`src/rtl/alu_cmd_issuer_if.sv`:
```
// Handshake and ALU-side bundle for alu_cmd_issuer: command in, registered ALU
// operands out, ALU result back, response out, plus status.
interface alu_cmd_issuer_if;
  logic        cmd_valid;
  logic        cmd_ready;
  logic [2:0]  cmd_op;
  logic [31:0] cmd_a;
  logic [31:0] cmd_b;
  logic        cmd_chain;

  logic [31:0] alu_a;
  logic [31:0] alu_b;
  logic [2:0]  alu_ctr;
  logic [31:0] alu_res;
  logic        alu_co;
  logic        alu_zero;
  logic        alu_ovf;

  logic        rsp_valid;
  logic        rsp_ready;
  logic [31:0] rsp_res;
  logic        rsp_co;
  logic        rsp_zero;
  logic        rsp_ovf;

  logic [7:0]  ovf_cnt;
  logic        busy;

  // Upstream side: issues commands, consumes responses and hosts the ALU.
  modport master (
    output cmd_valid, cmd_op, cmd_a, cmd_b, cmd_chain,
    output alu_res, alu_co, alu_zero, alu_ovf,
    output rsp_ready,
    input  cmd_ready, alu_a, alu_b, alu_ctr,
    input  rsp_valid, rsp_res, rsp_co, rsp_zero, rsp_ovf,
    input  ovf_cnt, busy
  );

  modport slave (
    input  cmd_valid, cmd_op, cmd_a, cmd_b, cmd_chain,
    input  alu_res, alu_co, alu_zero, alu_ovf,
    input  rsp_ready,
    output cmd_ready, alu_a, alu_b, alu_ctr,
    output rsp_valid, rsp_res, rsp_co, rsp_zero, rsp_ovf,
    output ovf_cnt, busy
  );
endinterface

```
`src/rtl/alu_cmd_issuer.sv`:
```
// Sequential front end for a combinational 32-bit ALU: registers a command onto
// the ALU inputs, waits SETTLE cycles, then holds the captured result for pickup.
module alu_cmd_issuer #(
  parameter int unsigned SETTLE = 1
) (
  input  logic             clk,
  input  logic             rst,
  alu_cmd_issuer_if.slave  bus
);

  typedef enum logic [1:0] {
    ST_IDLE   = 2'd0,
    ST_SETTLE = 2'd1,
    ST_RESP   = 2'd2
  } state_e;

  // SETTLE is only meaningful in 1..15, so the countdown fits in four bits.
  localparam logic [3:0] CNT_LOAD = 4'(SETTLE - 1);

  state_e      state_q, state_d;
  logic [3:0]  cnt_q, cnt_d;
  logic [31:0] alu_a_q, alu_a_d;
  logic [31:0] alu_b_q, alu_b_d;
  logic [2:0]  alu_ctr_q, alu_ctr_d;
  logic [31:0] rsp_res_q, rsp_res_d;
  logic        rsp_co_q, rsp_co_d;
  logic        rsp_zero_q, rsp_zero_d;
  logic        rsp_ovf_q, rsp_ovf_d;
  logic [31:0] acc_q, acc_d;
  logic [7:0]  ovf_cnt_q, ovf_cnt_d;

  always_comb begin
    state_d    = state_q;
    cnt_d      = cnt_q;
    alu_a_d    = alu_a_q;
    alu_b_d    = alu_b_q;
    alu_ctr_d  = alu_ctr_q;
    rsp_res_d  = rsp_res_q;
    rsp_co_d   = rsp_co_q;
    rsp_zero_d = rsp_zero_q;
    rsp_ovf_d  = rsp_ovf_q;
    acc_d      = acc_q;
    ovf_cnt_d  = ovf_cnt_q;

    unique case (state_q)
      ST_IDLE: begin
        if (bus.cmd_valid) begin
          alu_a_d   = bus.cmd_chain ? acc_q : bus.cmd_a;
          alu_b_d   = bus.cmd_b;
          alu_ctr_d = bus.cmd_op;
          cnt_d     = CNT_LOAD;
          state_d   = ST_SETTLE;
        end
      end

      ST_SETTLE: begin
        if (cnt_q == 4'd0) begin
          rsp_res_d  = bus.alu_res;
          rsp_co_d   = bus.alu_co;
          rsp_zero_d = bus.alu_zero;
          rsp_ovf_d  = bus.alu_ovf;
          acc_d      = bus.alu_res;
          if (bus.alu_ovf && (ovf_cnt_q != 8'hFF)) begin
            ovf_cnt_d = ovf_cnt_q + 8'd1;
          end
          state_d = ST_RESP;
        end else begin
          cnt_d = cnt_q - 4'd1;
        end
      end

      ST_RESP: begin
        // The accept is deliberately deferred to the next cycle in IDLE.
        if (bus.rsp_ready) begin
          state_d = ST_IDLE;
        end
      end

      default: begin
        state_d = ST_IDLE;
      end
    endcase
  end

  always_ff @(posedge clk) begin
    if (rst) begin
      state_q    <= ST_IDLE;
      cnt_q      <= 4'd0;
      alu_a_q    <= 32'd0;
      alu_b_q    <= 32'd0;
      alu_ctr_q  <= 3'd0;
      rsp_res_q  <= 32'd0;
      rsp_co_q   <= 1'b0;
      rsp_zero_q <= 1'b0;
      rsp_ovf_q  <= 1'b0;
      acc_q      <= 32'd0;
      ovf_cnt_q  <= 8'd0;
    end else begin
      state_q    <= state_d;
      cnt_q      <= cnt_d;
      alu_a_q    <= alu_a_d;
      alu_b_q    <= alu_b_d;
      alu_ctr_q  <= alu_ctr_d;
      rsp_res_q  <= rsp_res_d;
      rsp_co_q   <= rsp_co_d;
      rsp_zero_q <= rsp_zero_d;
      rsp_ovf_q  <= rsp_ovf_d;
      acc_q      <= acc_d;
      ovf_cnt_q  <= ovf_cnt_d;
    end
  end

  // Handshake outputs are masked while reset is held so nothing upstream can
  // mistake a pre-reset state for a live one.
  assign bus.cmd_ready = (state_q == ST_IDLE) && !rst;
  assign bus.rsp_valid = (state_q == ST_RESP) && !rst;
  assign bus.busy      = (state_q != ST_IDLE) && !rst;

  assign bus.alu_a    = alu_a_q;
  assign bus.alu_b    = alu_b_q;
  assign bus.alu_ctr  = alu_ctr_q;
  assign bus.rsp_res  = rsp_res_q;
  assign bus.rsp_co   = rsp_co_q;
  assign bus.rsp_zero = rsp_zero_q;
  assign bus.rsp_ovf  = rsp_ovf_q;
  assign bus.ovf_cnt  = ovf_cnt_q;

endmodule
```
`src/flat_wrapper.sv`:
```
// flat-port wrapper written by rule: the top's interface ports become plain ports
module alu_cmd_issuer_flat 
#(
  parameter int unsigned SETTLE = 1
)
  (clk, rst, bus_cmd_valid, bus_cmd_op, bus_cmd_a, bus_cmd_b, bus_cmd_chain, bus_alu_res, bus_alu_co, bus_alu_zero, bus_alu_ovf, bus_rsp_ready, bus_cmd_ready, bus_alu_a, bus_alu_b, bus_alu_ctr, bus_rsp_valid, bus_rsp_res, bus_rsp_co, bus_rsp_zero, bus_rsp_ovf, bus_ovf_cnt, bus_busy);
  alu_cmd_issuer_if bus_i ();
  input  logic clk;
  input  logic rst;
  input wire logic [$bits(bus_i.cmd_valid)-1:0] bus_cmd_valid;
  input wire logic [$bits(bus_i.cmd_op)-1:0] bus_cmd_op;
  input wire logic [$bits(bus_i.cmd_a)-1:0] bus_cmd_a;
  input wire logic [$bits(bus_i.cmd_b)-1:0] bus_cmd_b;
  input wire logic [$bits(bus_i.cmd_chain)-1:0] bus_cmd_chain;
  input wire logic [$bits(bus_i.alu_res)-1:0] bus_alu_res;
  input wire logic [$bits(bus_i.alu_co)-1:0] bus_alu_co;
  input wire logic [$bits(bus_i.alu_zero)-1:0] bus_alu_zero;
  input wire logic [$bits(bus_i.alu_ovf)-1:0] bus_alu_ovf;
  input wire logic [$bits(bus_i.rsp_ready)-1:0] bus_rsp_ready;
  output wire logic [$bits(bus_i.cmd_ready)-1:0] bus_cmd_ready;
  output wire logic [$bits(bus_i.alu_a)-1:0] bus_alu_a;
  output wire logic [$bits(bus_i.alu_b)-1:0] bus_alu_b;
  output wire logic [$bits(bus_i.alu_ctr)-1:0] bus_alu_ctr;
  output wire logic [$bits(bus_i.rsp_valid)-1:0] bus_rsp_valid;
  output wire logic [$bits(bus_i.rsp_res)-1:0] bus_rsp_res;
  output wire logic [$bits(bus_i.rsp_co)-1:0] bus_rsp_co;
  output wire logic [$bits(bus_i.rsp_zero)-1:0] bus_rsp_zero;
  output wire logic [$bits(bus_i.rsp_ovf)-1:0] bus_rsp_ovf;
  output wire logic [$bits(bus_i.ovf_cnt)-1:0] bus_ovf_cnt;
  output wire logic [$bits(bus_i.busy)-1:0] bus_busy;
  assign bus_i.cmd_valid = bus_cmd_valid;
  assign bus_i.cmd_op = bus_cmd_op;
  assign bus_i.cmd_a = bus_cmd_a;
  assign bus_i.cmd_b = bus_cmd_b;
  assign bus_i.cmd_chain = bus_cmd_chain;
  assign bus_i.alu_res = bus_alu_res;
  assign bus_i.alu_co = bus_alu_co;
  assign bus_i.alu_zero = bus_alu_zero;
  assign bus_i.alu_ovf = bus_alu_ovf;
  assign bus_i.rsp_ready = bus_rsp_ready;
  assign bus_cmd_ready = bus_i.cmd_ready;
  assign bus_alu_a = bus_i.alu_a;
  assign bus_alu_b = bus_i.alu_b;
  assign bus_alu_ctr = bus_i.alu_ctr;
  assign bus_rsp_valid = bus_i.rsp_valid;
  assign bus_rsp_res = bus_i.rsp_res;
  assign bus_rsp_co = bus_i.rsp_co;
  assign bus_rsp_zero = bus_i.rsp_zero;
  assign bus_rsp_ovf = bus_i.rsp_ovf;
  assign bus_ovf_cnt = bus_i.ovf_cnt;
  assign bus_busy = bus_i.busy;
  alu_cmd_issuer #(.SETTLE(SETTLE)) u_core (.clk(clk), .rst(rst), .bus(bus_i));
endmodule
```
`config.mk`:
```
export PLATFORM = sky130hd
export DESIGN_NAME = alu_cmd_issuer_flat
export DESIGN_NICKNAME = d
export VERILOG_FILES = /design/src/rtl/alu_cmd_issuer_if.sv /design/src/rtl/alu_cmd_issuer.sv /design/src/flat_wrapper.sv
export SDC_FILE = /design/constraint.sdc
export NUM_CORES = 1
export LEC_CHECK = 0
export BUFFER_PORTS_ARGS = -buffer_cell sky130_fd_sc_hd__buf_2
export CAP_MARGIN = 15
export CORE_ASPECT_RATIO = 1.25
export CORE_MARGIN = 4
export CORE_UTILIZATION = 46
export CTS_CLUSTER_SIZE = 20
export DETAILED_ROUTE_END_ITERATION = 10
export GPL_TIMING_DRIVEN = 0
export PLACE_DENSITY = 0.8
export SLEW_MARGIN = 20
export SYNTH_ARGS = -nofsm -noshare
export SYNTH_HDL_FRONTEND = slang
export SYNTH_SLANG_ARGS = --single-unit
```
`constraint.sdc`:
```
create_clock -name clk -period 1.9 [get_ports clk]
set_clock_uncertainty 0.15 [all_clocks]
set_input_delay 0.095 -clock clk [delete_from_list [all_inputs] [get_ports clk]]
set_output_delay 0.095 -clock clk [all_outputs]
set_load 0.005 [all_outputs]
```
==> results of run 1 <==
## per-stage QoR
step	setup slack [ps]	cells	total power, mW	instance area [µm²]
3_3_place_gp	-84.77	873	3.493	5731
5_1_grt	-35.56	1008	7.024	7456
2_1_floorplan	173.7	530	3.118	4487
4_1_cts	4.799	1007	6.687	7348
3_5_place_dp	-133.5	873	3.521	5731
6_report	50.78	1008	6.788	7456
## cell usage in the layout, fill, tap and decap left out, types with 2 or more instances in the layout
cell / count
buf_6: 2
a21oi_2: 4
and4_1: 2
dfxtp_1: 115
clkbuf_16: 17
o31ai_2: 3
dlygate4sd3_1: 103
buf_2: 227
or3b_2: 2
and3_1: 2
o311ai_1: 2
o21ai_0: 2
bufinv_16: 2
a21oi_1: 73
inv_1: 3
clkinv_2: 7
nand2_1: 143
clkbuf_2: 8
buf_4: 5
nor2_1: 36
mux2i_1: 32
inv_2: 2
nor3_1: 4
a211oi_2: 3
clkbuf_1: 18
xor2_1: 2
o41ai_1: 3
or4_4: 2
a211oi_1: 29
nand3_1: 8
## timing repair
| action | CTS | global route |
|---|---|---|
| setup endpoints to repair | 34 | 60 |
| endpoints found under the hold margin | 109 | 0 |
| gates resized for setup | 12 | 40 |
| hold buffers | 103 | 0 |
| pin swaps | 0 | 7 |
| buffers inserted | 0 | 1 |
## flip-flops by register name (all words and copies together) (netlist names)
register,cells
u_core.cnt_q,4
u_core.bus.alu_b,32
u_core.bus.ovf_cnt,8
u_core.state_q,2
u_core.bus.rsp_zero,1
u_core.bus.alu_a,32
u_core.bus.rsp_ovf,1
u_core.bus.rsp_co,1
u_core.bus.alu_ctr,3
u_core.bus.rsp_res,32
## worst paths after layout
check	cells after the start	slack [ps]	start	to
worst max-delay path	6	50	u_core.cnt_q[0]	u_core.bus.ovf_cnt[5]
worst min-delay path	5	70	bus_cmd_valid	u_core.bus.alu_b[24]
worst max register to register	6	50	u_core.cnt_q[0]	u_core.bus.ovf_cnt[5]
worst min register to register	2	300	u_core.bus.alu_b[12]	u_core.bus.alu_b[12]
## worst register-to-register path, delay by kind of cell, from the launching register on
family	cells	cell delay, ps
adder cells (fa/ha/maj)	1	140
buffers and inverters	1	90
AO/OA/AOI/OAI	1	130
flip-flops	1	330
AND/OR/NAND/NOR	3	950
## logic make-up (layout without fill, tap and decap cells)
kind of cell	after synthesis	in the layout	share of synthesized area, %
simple gates	209	209	19.49
compound gates	122	122	16.20
flops	116	116	51.76
buf+inv	47	399	4.462
mux	32	32	7.139
fa+ha+maj	2	2	0.5576
xor+xnor	2	2	0.3905
## where the power goes
group          switching (mW)  internal (mW)  leakage, nW
Sequential              0.109           2.59        0.951
Combinational           0.546          0.501         2.22
Clock                    1.10           1.94        0.279
## synthesized netlist by cell type, types with 3 or more instances
master / count / area share, %
nand2_1: 144 / 12
dfxtp_1: 116 / 52
a21oi_1: 77 / 8.6
nor2_1: 36 / 3.0
a211oi_1: 32 / 5.4
mux2i_1: 32 / 7.1
clkbuf_1: 25 / 2.1
buf_2: 16 / 1.8
nand3_1: 8 / 0.89
inv_1: 5 / 0.42
nor3_1: 4 / 0.45
o311ai_0: 3 / 0.59
o31ai_1: 3 / 0.50
o41ai_1: 3 / 0.59
or4_1: 3 / 0.50
## per-layer routing
metal	vias to the layer above	GRT usage (%)	wire (µm)
li1	2487	-	-
met5	-	0	14
met4	2	19.65	1089
met2	408	56.41	9528
met1	2552	35.54	6470
met3	115	15.47	2164
## layout make-up
cell class                 count  area (µm²)
inverter                       5       18.77
tap                          126       157.7
timing repair buffer         321        2125
sequential                   116        2323
buffer                        42       225.2
clock buffer                  20       446.7
multi-input combinational    367        2048
clock inverter                11       111.4
fill                         580        2103
==> results.tsv, run 1 <==
metric	value	unit
run status	finished clean	
Clk pin slew, worst setup/hold paths	50	ps
library cells used by synthesis	31	
DRT iter0 DRCs	283	
Layout Utilization	78.00	%
Die Y	118.4	µm
CP delay by family, top	simple AND/OR/NAND/NOR gates	
Layout area overhead	66.17	%
initial antenna violation count	1	
WHS	69.23	ps
Clock Sinks	116	
Synth Net Count	639	
hpwl dp	10910	µm
Die Span X	96.34	µm
Final #Nets	979	
All-Layer GR Usage	34.43	%
RePlAce Congestion	0.8471	
setup_tns	0	ps
critical path startpoint category	register	
WP data arrival	2040	ps
Slew Viols, Final	0	
Congestion Overflow GR	0	
Buf+Inv Stages, Crit Path	1	
Die ar.	11410	µm²
WL/cell	19.11	µm
Final ANT Viol Nets	0	
Largest stage delay, worst path	500	ps
TritonCTS Buffers	17	
DRC viols	0	
Rows	40	
Post-Route WL	19270	µm
asr flop ratio synth	0	%
leakage	3.454	nW
vias per cell	5.520	
WP data required	2090	ps
# Max-Cap Violations	0	
min cycle time layout	1849	ps
CTS tree	done	
Avg Inst Size Synth	8.466	µm²
min-delay worst type	in -> reg	
Yosys reg bits	116	
Cell Chain, Critical Path	inv_2, ha_4, nor3b_4, nand3_4, or4_4, a21oi_2	
pwr dens	910.4	nW/µm²
later-pin clock latency in the skew report	410	ps
core region area	9559	µm²
Final Hold Fails	0	
vias in the first global route	5820	
endpoints failing setup	0	
H-tree Lvls	4	
Post-synth EDFFs	0	
Synth Flop Type	dfxtp_1	
fmax	540.8	MHz
final period utilization	97.33	%
first-pass GRT wire length	29910	µm
antenna fix cells	0	
Slowest-stage cell, CP	or4_4	
crit-path max FO	8	
crit path kind	reg -> reg	
Ports	220	
Seq/Total Area, Yosys	51.76	%
cell area after synthesis	4487	µm²
clk buf depth	2	
# port buffers	217	
worst slew pin tran	685.5	ps
Starting Density	46.94	%
RSZ-0062 raised after global routing	yes	
element type at the critical path end	register	
1st-pass router iterations	5	
Syn Inst Count	530	
Vias	5564	
Root Buffer	clkbuf_16	
layout cells sized above 1	33.56	%
Slew headroom	54.30	%
largest net degree at the start of global routing	17	
Worst VDD drop	0.0006883	V
yosys warns	0	
Power figures use the tool's default switching activity.
==> run 2: changes to the inputs <==
--- a/config.mk
+++ b/config.mk
@@ -5,6 +5,7 @@
 export SDC_FILE = /design/constraint.sdc
 export NUM_CORES = 1
 export LEC_CHECK = 0
+export ABC_AREA = 1
 export BUFFER_PORTS_ARGS = -buffer_cell sky130_fd_sc_hd__buf_2
 export CAP_MARGIN = 15
 export CORE_ASPECT_RATIO = 1.25
@@ -13,7 +14,8 @@
 export CTS_CLUSTER_SIZE = 20
 export DETAILED_ROUTE_END_ITERATION = 10
 export GPL_TIMING_DRIVEN = 0
-export PLACE_DENSITY = 0.8
+export PLACE_DENSITY = 0.79
+export SETUP_SLACK_MARGIN = 0.3
 export SLEW_MARGIN = 20
 export SYNTH_ARGS = -nofsm -noshare
 export SYNTH_HDL_FRONTEND = slang
==> run 2 against run 1 <==
Highest routed layer is now met4. Die area increased by 3.5%. Final cell count increased by 10%. The run now ends with negative hold slack left. Register-to-register slack improved by 310 ps.
==> results.tsv, run 2 <==
metric	value	unit	change
first-pass GRT wire length	28720	µm	-4.0%
core region area	9759	µm²	+2.1%
top-count cell post-synth	nor2_1		
clk buf depth	2		unchanged
hold path cells	4		-1
layout cells sized above 1	30.05	%	-3.5 points
WL/cell	16.47	µm	-14%
Clock Sinks	116		unchanged
Clk pwr share	43.2	%	-1.5 points
# fillers	621		+7.1%
most frequent cells in the layout	buf_2 (227), nor2_1 (184), dfxtp_1 (112)		
Starting Density	47.72	%	+0.78 points
Final ANT Viol Nets	0		unchanged
vias in the first global route	5817		-0.052%
Root Buffer	clkbuf_16		
DRT iter0 DRCs	357		+26%
Die Span X	98.00	µm	+1.7%
worst hold endpoint	u_core.bus.alu_b[26]		
worst reg2reg setup slack	360	ps	+310 ps
library cells used by synthesis	27		-13%
WP data arrival	1310	ps	-730 ps
# port buffers	218		+0.46%
endpoints failing setup	0		unchanged
Worst R2R Start	u_core.cnt_q[1]		
largest family of logic cells by synthesized area	simple AND/OR/NAND/NOR gates		
Slew Viols, Final	0		unchanged
mux share of post-synthesis cell area	0	%	-7.1 points
# Max-Cap Violations	0		unchanged
final period utilization	81.58	%	-16 points
Post-synth top cells	nor2_1 (186), dfxtp_1 (116), o21ai_0 (91)		
WP data required	1650	ps	-440 ps
share of Yosys cell area claimed by the top area cell type	49.87	%	-1.9 points
later-pin clock latency in the skew report	410	ps	about the same
Die ar.	11810	µm²	+3.5%
TritonCTS Buffers	17		unchanged
cell area after synthesis	4657	µm²	+3.8%
Post-synth EDFFs	0		unchanged
Slew headroom	64.95	%	+11 points
Clk pin slew, worst setup/hold paths	50	ps	about the same
CTS tree	done		
crit path kind	in -> out		
Layout area overhead	64.99	%	
violated checks	negative hold slack		
Comb power frac	20.2	%	+4.8 points
yosys warns	0		unchanged
FF-to-FF path depth	8		+2
setup_tns	0	ps	unchanged
Synth Flop Type	dfxtp_1		
H-tree Lvls	4		unchanged
Die Y	120.5	µm	+1.8%
Syn Inst Count	629		+19%
min cycle time layout	1550	ps	-299.1 ps
largest net degree at the start of global routing	17		unchanged
compound-cell area share of the yosys netlist	19.51	%	+3.3 points
Rows	40		unchanged
pwr dens	1049	nW/µm²	+15%
asr flop ratio synth	0	%	unchanged
run status	complete, but fails checks		
vias per cell	5.159		-6.5%
hpwl dp	10670	µm	-2.2%
Yosys reg bits	116		unchanged
Psw	2.201	mW	+25%
worst slew pin tran	525.8	ps	-159.7 ps
Worst R2R End	u_core.bus.rsp_res[11]		
HP Start	bus_cmd_valid		
WHS	-10.53	ps	-79.76 ps
Pwr Total	8.057	mW	+19%
Avg Inst Size Synth	7.404	µm²	-13%
Synth Net Count	738		+15%
initial antenna violation count	0		-1
DRC viols	0		unchanged
Flop pwr share	36.7	%	-3.1 points
Congestion Overflow GR	0		unchanged
element type at the critical path end	primary output		
sw frac	27.32	%	+1.5 points
area leader, netlist	dfxtp_1		
leakage	3.810	nW	+10%
fmax	645.1	MHz	+19%
Final Hold Fails	2		+2
top post-synthesis cells by area	dfxtp_1 (50%), nor2_1 (15%), o21ai_0 (9.8%), a21oi_1 (8.1%), inv_1 (3.8%)		
RePlAce Congestion	0.8862		+4.6%
xor/xnor share of the synthesized area	0.3761	%	-0.014 points
All-Layer GR Usage	30.39	%	-4.0 points
min-delay worst type	in -> reg		
Worst VDD drop	0.0006154	V	-11%
Synth Area in Adders	0.5373	%	-0.020 points
Post-Route WL	18310	µm	-5.0%
Seq/Total Area, Yosys	49.87	%	-1.9 points
simple-gate area share of the yosys netlist	21.04	%	+1.5 points
most common cell after layout, fill and taps aside	buf_2		
Vias	5737		+3.1%
1st-pass router iterations	5		unchanged
critical path startpoint category	primary input		
Int Pwr	5.856	mW	+16%
Ports	220		unchanged
Final #Nets	1081		+10%
crit-path max FO	4		-4
RSZ-0062 raised after global routing	yes		
## run 2: layout make-up
class	instances	area, µm²	share of cell area [%]
multi-input cells	426	1974	25.70
well taps	126	157.7	2.052
inverters	49	191.4	2.491
diodes	1	2.502	0.03257
repair buffers	324	2160	28.11
plain buffers	38	224.0	2.915
flip-flops and latches	116	2327	30.29
clock inverters	8	145.1	1.889
clock buffers	24	501.7	6.530
## run 2: repair_timing
item                                   in CTS  in global routing
setup endpoints to repair                  37                101
gates cloned                                0                  0
pin swaps                                   3                  4
setup buffers                               2                  0
resized for setup                           2                 35
endpoints found under the hold margin     113                  0
hold buffers                              104                  0
## run 2: routing by layer
layer,up-vias,part of all wire (%),global-route usage [%]
li1,2719,-,-
met4,0,5.0,19.22
met2,333,51,53.36
met5,-,0,0
met3,81,7.9,7.444
met1,2604,36,32.37
## run 2: stage by stage
step / setup WS (ps) / cell area [µm²] / instances / utilization [%]
after floorplan: 444.2 / 4657 / 629 / -
after detailed placement: 200.6 / 5906 / 973 / 60.51
after global routing: 286.9 / 7681 / 1111 / 78.71
after global placement: 203.8 / 5906 / 973 / 60.51
final: 349.9 / 7684 / 1112 / 78.73
after CTS: 314.3 / 7634 / 1111 / 78.22
## run 2: how the worst max path moves through the flow
stage	startpoint	end	slack [ps]	cells after the start
after floorplan	u_core.cnt_q[0]	u_core.bus.rsp_res[22]	440	8
after global placement	u_core.cnt_q[0]	u_core.bus.rsp_res[24]	200	8
after detailed placement	u_core.cnt_q[0]	u_core.bus.rsp_res[28]	200	8
after CTS	u_core.bus.ovf_cnt[0]	u_core.bus.ovf_cnt[3]	310	8
after global routing	u_core.bus.ovf_cnt[0]	u_core.bus.ovf_cnt[7]	290	8
final	rst	bus_rsp_valid	350	4
## run 2: worst max-delay path, cell delays in order
cell	delay [ps]
buf_2	130
dlygate4sd3_1	650
nor3_1	260
buf_2	160
## run 2: kinds of logic (layout without fill, tap and decap cells)
logic type,Yosys count,count (layout)
and+or+nand+nor,242,242
AOI/OAI and AO/OA,180,180
DFF,116,116
buffers and inverters,87,443
adders and majority gates,2,2
xor gates and xnor gates,2,2
other,0,1
## run 2: power groups by stage
stage	clock network [mW]	logic, mW	registers, mW
final	3.48	1.62	2.95
after global routing	3.62	1.78	2.98
after CTS	3.49	1.53	2.93
after detailed placement	0	1.33	2.97
after global placement	0	1.30	2.97
after floorplan	0	0.689	2.98
